--- src/rtl/mem_arbiter.sv ---
// Round-robin arbiter granting one memory port to either the CPU or the front panel,
// with a 4-phase req/done handshake and a bounded wait for the memory completion pulse.
module mem_arbiter #(
  parameter int TIMEOUT     = 32,
  parameter bit PANEL_FIRST = 1'b1
) (
  input  logic        clk,
  input  logic        btnCpuReset,
  input  logic        cpu_req,
  input  logic        cpu_we,
  input  logic        cpu_type,
  input  logic [11:0] cpu_addr,
  input  logic [11:0] cpu_wdata,
  output logic        cpu_done,
  output logic        cpu_err,
  input  logic        pnl_req,
  input  logic        pnl_we,
  input  logic        pnl_type,
  input  logic [11:0] pnl_addr,
  input  logic [11:0] pnl_wdata,
  output logic        pnl_done,
  output logic        pnl_err,
  output logic [11:0] rdata,
  output logic [11:0] address,
  output logic [11:0] write_data,
  output logic        read_enable,
  output logic        write_enable,
  output logic        read_type,
  input  logic [11:0] read_data,
  input  logic        mem_finished
);

  localparam logic [1:0] IDLE    = 2'd0;
  localparam logic [1:0] ACCESS  = 2'd1;
  localparam logic [1:0] DONE    = 2'd2;
  localparam logic [1:0] RELEASE = 2'd3;

  localparam logic [5:0] LAST_CNT = 6'(TIMEOUT - 1);

  logic [1:0]  state_q, state_d;
  logic        ownerPnl_q, ownerPnl_d;
  logic        lastPnl_q, lastPnl_d;
  logic        we_q, we_d;
  logic        type_q, type_d;
  logic        err_q, err_d;
  logic [11:0] addr_q, addr_d;
  logic [11:0] wdata_q, wdata_d;
  logic [11:0] rdata_q, rdata_d;
  logic [5:0]  cnt_q, cnt_d;
  logic        pickPnl;
  logic        ownerReq;

  always_comb begin
    state_d    = state_q;
    ownerPnl_d = ownerPnl_q;
    lastPnl_d  = lastPnl_q;
    we_d       = we_q;
    type_d     = type_q;
    err_d      = err_q;
    addr_d     = addr_q;
    wdata_d    = wdata_q;
    rdata_d    = rdata_q;
    cnt_d      = cnt_q;
    pickPnl    = pnl_req && (!cpu_req || !lastPnl_q);
    ownerReq   = ownerPnl_q ? pnl_req : cpu_req;

    case (state_q)
      IDLE: begin
        if (cpu_req || pnl_req) begin
          ownerPnl_d = pickPnl;
          we_d       = pickPnl ? pnl_we    : cpu_we;
          type_d     = pickPnl ? pnl_type  : cpu_type;
          addr_d     = pickPnl ? pnl_addr  : cpu_addr;
          wdata_d    = pickPnl ? pnl_wdata : cpu_wdata;
          cnt_d      = '0;
          err_d      = 1'b0;
          state_d    = ACCESS;
        end
      end
      ACCESS: begin
        // A completion arriving on the last permitted cycle still counts as success.
        if (mem_finished) begin
          if (!we_q) rdata_d = read_data;
          err_d   = 1'b0;
          state_d = DONE;
        end else if (cnt_q == LAST_CNT) begin
          err_d   = 1'b1;
          state_d = DONE;
        end else begin
          cnt_d = cnt_q + 6'd1;
        end
      end
      DONE: begin
        lastPnl_d = ownerPnl_q;
        state_d   = RELEASE;
      end
      default: begin
        if (!ownerReq) state_d = IDLE;
      end
    endcase
  end

  always_ff @(posedge clk or negedge btnCpuReset) begin
    if (!btnCpuReset) begin
      state_q    <= IDLE;
      ownerPnl_q <= 1'b0;
      lastPnl_q  <= ~PANEL_FIRST;
      we_q       <= 1'b0;
      type_q     <= 1'b0;
      err_q      <= 1'b0;
      addr_q     <= '0;
      wdata_q    <= '0;
      rdata_q    <= '0;
      cnt_q      <= '0;
    end else begin
      state_q    <= state_d;
      ownerPnl_q <= ownerPnl_d;
      lastPnl_q  <= lastPnl_d;
      we_q       <= we_d;
      type_q     <= type_d;
      err_q      <= err_d;
      addr_q     <= addr_d;
      wdata_q    <= wdata_d;
      rdata_q    <= rdata_d;
      cnt_q      <= cnt_d;
    end
  end

  // Command outputs decode directly from state so an asynchronous reset drops them at once.
  assign read_enable  = (state_q == ACCESS) && !we_q;
  assign write_enable = (state_q == ACCESS) && we_q;
  assign read_type    = type_q;
  assign address      = addr_q;
  assign write_data   = wdata_q;
  assign rdata        = rdata_q;
  assign cpu_done     = (state_q == DONE) && !ownerPnl_q;
  assign pnl_done     = (state_q == DONE) && ownerPnl_q;
  assign cpu_err      = cpu_done && err_q;
  assign pnl_err      = pnl_done && err_q;

endmodule

--- config.mk ---
export PLATFORM = sky130hd
export DESIGN_NAME = mem_arbiter
export DESIGN_NICKNAME = d
export VERILOG_FILES = /design/src/rtl/mem_arbiter.sv
export SDC_FILE = /design/constraint.sdc
export NUM_CORES = 1
export LEC_CHECK = 0
export ABC_AREA = 1
export BUFFER_PORTS_ARGS = -buffer_cell sky130_fd_sc_hd__buf_2
export CORE_UTILIZATION = 35
export DETAILED_ROUTE_END_ITERATION = 6
export PLACE_DENSITY_LB_ADDON = 0.1
export SETUP_SLACK_MARGIN = 0.15
export SYNTH_ARGS = -nofsm -noshare
export SYNTH_HDL_FRONTEND = slang
export SYNTH_SLANG_ARGS = --single-unit
export TNS_END_PERCENT = 30
--- constraint.sdc ---
create_clock -name clk -period 2.95 [get_ports clk]
set_input_delay 0.1475 -clock clk [delete_from_list [all_inputs] [get_ports clk]]
set_output_delay 0.1475 -clock clk [all_outputs]
set_load 0.05 [all_outputs]
==> impl_metrics.ini, run 1 <==
[final_layout]
fillers = 725
postLayoutCoreUtil = 0.468
post-route-cell-area_sq_mm = 0.00320
drive_gt1_frac = 0.407
syn2layout_area_growth_pct = 28.7
nets = 453
final-instance-count-excl-fill = 477
diodes = 0

[outcome]
status = complete, no violations

[grt]
grtUsageTotal = 0.168
use_met2 = 0.267
grt.overflow.total = 0
grt_antenna_before_repair = 0
met3_usage = 0.0438
busiest_layer = met2
grt_pass1_vias = 2018
met1_usage = 0.224
grt_max_degree = 38
grt_pass1_wl_mm = 9.65

[worst_setup_path]
worstPathArrival_ns = 1.72
timing.rr.start = state_q[1]
worstRegToRegCells = 6
rrSetupSlack_ns = 1.21
crit_path_max_fanout = 10
r2r_end = rdata[5]
cp-end-kind = output port
path_class = reg2out
worst_setup_path_start_kind = flop
cp.required_ns = 2.80
crit_path_start = state_q[1]

[placement]
place_worst_setup_slack_ns = 1.20
gp_congestion = 0.733
dp.cells = 468
portBuffers = 111
post_dp_cell_area_sq_mm = 0.00307
dp_hpwl_mm = 4.19

[routing]
firstDrtPassIters = 4
wirelength_mm = 5.93
drcViolationCount = 0
vias = 2165
vias_per_cell = 4.54
routedWlPerCell_um = 12.4
antenna_left = 0
drtIter0Drc = 59

[synthesis]
yosysSeqAreaShare = 0.494
yosysWarnings = 0
syn_area_sq_mm = 0.00248
synth.area.top_cells = dfrtp_1 49%, nand2_1 8.0%, o21ai_0 6.4%
syn_nets = 344
yosysTopAreaCell = dfrtp_1
synth_top_area_share = 0.494
synth.distinct_cells = 26
avgSynthCellArea_sq_um = 9.16
synth-seq-cells = 49
netlist_instances = 271

[timing]
setup_viol = 0
fin_setup_tns_ns = 0
min_period_ns = 1.87
final_max_slew_viol_count = 0
slew-limit-headroom = 0.438
fin_ws_ns = 1.08
hold_violations = 0
layout_worst_path_cycle_share = 0.634
tightestPinTransition_ns = 0.843
skew_ns = 0.0109
rsz0062_at_grt = no
timing.fmax_mhz = 535

[hold_path]
hp-class = in2reg
holdPathEnd = rdata[3]
hold_depth = 2
min_from = read_data[3]

[clocking]
cts_setup_buffers = 0
htreeDepth = 2
cts_hold_buffers = 1
cts.path.max_buffers = 2
clock-root-buffer = clkbuf_8
clk_pin_slew_worst_paths_ns = 0.09
clock-sinks = 49
clk_latency_ns = 0.31
numCtsBuffers = 5
tritoncts = done
ctsResizeCount = 0

[floorplan]
die_w_um = 86.2
core.rowCount = 30
ioPinCount = 112
coreArea_sq_mm = 0.00683
die_y_um = 86.2
die_area_sq_mm = 0.00744
initial_core_util = 0.364

[pwr]
leakage_nw = 1.69
vdd_drop_max_mv = 0.506
power_density_mw_per_mm2 = 1250

[run]
maxCapViolCount = 0
how the worst max path moves through the flow:
stage          slack, ns           to  cells after the start
6_report            1.08  read_enable                      5
5_1_grt             0.94  read_enable                      5
4_1_cts             1.05  read_enable                      5
3_5_place_dp        1.20     rdata[5]                      6
3_3_place_gp        1.22     rdata[6]                      6
2_1_floorplan       1.04      cpu_err                      4
cells in the mapped netlist:
| cell type | n |
|---|---|
| nand2_1 | 53 |
| nor3_1 | 2 |
| dfrtp_1 | 49 |
| o21ai_0 | 32 |
| mux2_4 | 10 |
| nor2_1 | 36 |
| o21ai_2 | 7 |
| nand3b_1 | 1 |
| ha_1 | 4 |
| a21oi_1 | 1 |
| nand3_1 | 8 |
| nand3_4 | 1 |
| o21ai_1 | 23 |
| buf_2 | 6 |
| inv_6 | 1 |
| mux2_2 | 2 |
| buf_8 | 1 |
| inv_2 | 2 |
| nand2_2 | 6 |
| nand2_4 | 2 |
| nor2_8 | 1 |
| a21oi_4 | 1 |
| nor2_2 | 1 |
| inv_1 | 15 |
| o21bai_1 | 1 |
| buf_6 | 5 |
flip-flops by register name (all words and copies together), names as in the netlist:
| signal | cells |
|---|---|
| ownerPnl_q | 1 |
| state_q | 2 |
| write_data | 12 |
| lastPnl_q | 1 |
| we_q | 1 |
| err_q | 1 |
| rdata | 12 |
| cnt_q | 6 |
| address | 12 |
| read_type | 1 |
placed cells by master (no fill, tap or decap):
master / netlist / layout
clkinv_2: 0 / 1
nand3_4: 1 / 1
dlygate4sd3_1: 0 / 1
buf_2: 6 / 111
o21ai_0: 32 / 32
nand3b_1: 1 / 1
nand2_2: 6 / 6
nor3_1: 2 / 2
mux2_4: 10 / 10
nor2_2: 1 / 1
buf_4: 0 / 2
nor2_1: 36 / 36
a21oi_1: 1 / 1
nor2_8: 1 / 1
o21bai_1: 1 / 1
o21ai_1: 23 / 23
nand2_1: 53 / 53
dfrtp_1: 49 / 49
nand2_4: 2 / 2
nand3_1: 8 / 8
mux2_2: 2 / 2
bufinv_16: 0 / 1
inv_6: 1 / 2
o21ai_2: 7 / 7
a21oi_4: 1 / 1
inv_1: 15 / 15
inv_2: 2 / 2
ha_1: 4 / 4
clkbuf_8: 0 / 5
through the flow:
| stage | power [W] | hold slack, ns |
|---|---|---|
| floorplan | 0.00305 | -0.148 |
| global placement | 0.00350 | 0.314 |
| detailed placement | 0.00352 | 0.319 |
| CTS | 0.00403 | 0.0587 |
| finish | 0.00399 | 0.0672 |
| global route | 0.00427 | 0.0513 |
worst max-delay path, stage by stage, from the launching register on:
cell and delay, ns:
dfrtp_1 0.41, inv_1 0.09, ha_1 0.45, inv_6 0.09, nor2_8 0.11, buf_2 0.27
cell families after synthesis:
family                     Yosys count  synth area share
and+or+nand+nor                    111             0.200
adders and majority gates            4            0.0202
buffers and inverters               30            0.0700
DFF                                 49             0.494
muxes                               12            0.0695
AOI/OAI and AO/OA                   65             0.147
metal layers:
layer | part of all wire | vias to the layer above
li1 | - | 1100
met1 | 0.44 | 988
met2 | 0.48 | 71
met3 | 0.061 | 6
met4 | 0.012 | 0
met5 | 0 | -
power by group:
part / internal, W / switching (W) / leakage [nW]
registers: 0.000985 / 0.000200 / 0.605
logic: 0.000620 / 0.00168 / 1.03
clock network: 0.000255 / 0.000245 / 0.0585
total: 0.00186 / 0.00213 / 1.69
area by class of cell:
class / instances / area [sq um] / share of cell area
sequential: 49 / 1230 / 0.384
multi-input combinational: 192 / 1080 / 0.339
timing repair buffer: 114 / 581 / 0.182
tap: 96 / 120 / 0.0376
inverter: 18 / 72.6 / 0.0227
clock buffer: 5 / 68.8 / 0.0215
clock inverter: 3 / 43.8 / 0.0137
Power figures use the tool's default switching activity.
==> run 2, diff against run 1 <==
==> constraint.sdc (replaced) <==
create_clock -name clk -period 1.8 [get_ports clk]
set_input_delay 0.09 -clock clk [delete_from_list [all_inputs] [get_ports clk]]
set_output_delay 0.09 -clock clk [all_outputs]
set_load 0.05 [all_outputs]
==> run 2 against run 1 <==
Sequential share of layout area is 1.7 points lower. Critical endpoint is now write_enable. Non-clock buffer count is 16 higher. Clock-buffer cell count unchanged. Worst hold slack got worse by 0.050 ns.
==> impl_metrics.ini, run 2 (synthesis results as in run 1) <==
[floorplan]
die_y_um = 86.2
core.rowCount = 30
coreArea_sq_mm = 0.00683
die_area_sq_mm = 0.00744
ioPinCount = 112
initial_core_util = 0.364
die_w_um = 86.2

[placement]
gp_congestion = 0.762
post_dp_cell_area_sq_mm = 0.00312
portBuffers = 111
dp.cells = 473
dp_hpwl_mm = 4.34

[hold_path]
hp-class = in2reg

[outcome]
status = complete, no violations

[grt]
grtUsageTotal = 0.178
grt.overflow.total = 0
grt_max_degree = 28
grt_pass1_wl_mm = 10.2
grt_antenna_before_repair = 0
grt_pass1_vias = 2184

[worst_setup_path]
worstPathArrival_ns = 1.51
worst_setup_path_start_kind = flop
crit_path_max_fanout = 8
cp.required_ns = 1.71
cp-end-kind = output port
path_class = reg2out

[routing]
drtIter0Drc = 74
vias = 2209
vias_per_cell = 4.48
firstDrtPassIters = 4
drcViolationCount = 0
antenna_left = 0
wirelength_mm = 6.09
routedWlPerCell_um = 12.4

[pwr]
vdd_drop_max_mv = 0.932
power_density_mw_per_mm2 = 1950
leakage_nw = 1.75
total_power_w = 0.00651

[final_layout]
most-common-layout-cells = 109 x buf_2, 53 x nand2_1, 49 x dfrtp_1, 36 x nor2_1, 32 x o21ai_0
nets = 469
final_common_cell = buf_2
drive_gt1_frac = 0.408
syn2layout_area_growth_pct = 34.7
post-route-cell-area_sq_mm = 0.00334
final-instance-count-excl-fill = 493
diodes = 0

[clocking]
clock-sinks = 49
cts.path.max_buffers = 2
clock-root-buffer = clkbuf_8
tritoncts = done
htreeDepth = 2
clk_latency_ns = 0.31
cts_setup_buffers = 0
numCtsBuffers = 5
clk_pin_slew_worst_paths_ns = 0.10

[timing]
final_max_slew_viol_count = 0
layout_worst_path_cycle_share = 0.889
tightestPinTransition_ns = 0.505
min_period_ns = 1.60
skew_ns = 0.00721
timing.fmax_mhz = 625
rsz0062_at_grt = yes
setup_viol = 0
fin_setup_tns_ns = 0
slew-limit-headroom = 0.663
hold_violations = 0

[run]
maxCapViolCount = 0
-- run 2: path summary, 6_finish.rpt --
check	start	endpoint	slack, ns	cells after the start
setup / recovery	state_q[1]	write_enable	0.20	6
hold / removal	read_data[3]	rdata[3]	0.02	2
setup reg to reg	state_q[0]	cnt_q[0]	0.32	8
hold reg to reg	address[0]	address[0]	0.49	2
max in group asynchronous	btnCpuReset	read_type	0.92	3
min in group asynchronous	btnCpuReset	rdata[1]	0.26	2
-- run 2: final cells by class --
type / count / area (sq um)
clock buffers: 5 / 68.8
multi-input cells: 192 / 1090
clock inverters: 3 / 26.3
repair buffers: 130 / 737
fillers: 693 / 3490
flip-flops and latches: 49 / 1230
inverters: 18 / 75.1
well taps: 96 / 120
-- run 2: metrics by stage --
stage                     utilization  hold WS [ns]  worst slack (ns)
after floorplan                     -        -0.206             0.183
after global placement          0.456        0.0878             0.321
after detailed placement        0.456        0.0871             0.264
after CTS                       0.488       0.00667             0.166
after global routing            0.490       0.00783            0.0927
final                           0.490        0.0176             0.200
-- run 2: per-layer routing --
metal  part of all wire  global-route usage  vias up
met5                  0                   0        -
met4              0.016              0.0591        0
met3              0.048              0.0400        9
met2               0.48               0.301       70
met1               0.46               0.226     1002
li1                   -                   -     1128
-- run 2: power by group --
group / total (W) / internal [W] / switching (W)
logic: 0.00387 / 0.00108 / 0.00279
clock network: 0.000699 / 0.000283 / 0.000416
registers: 0.00194 / 0.00161 / 0.000321
total: 0.00651 / 0.00298 / 0.00353
-- run 2: critical path, stage by stage, from the launching register on --
cell     delay [ns]
dfrtp_1        0.41
inv_1          0.09
ha_2           0.24
buf_4          0.17
nand2_1        0.06
inv_1          0.06
buf_4          0.18
-- run 2: timing repair --
action	4_1_cts	5_1_grt
gates cloned	0	0
hold buffers	12	0
setup endpoints to repair	1	24
gates resized for setup	2	5
endpoints found under the hold margin	31	0
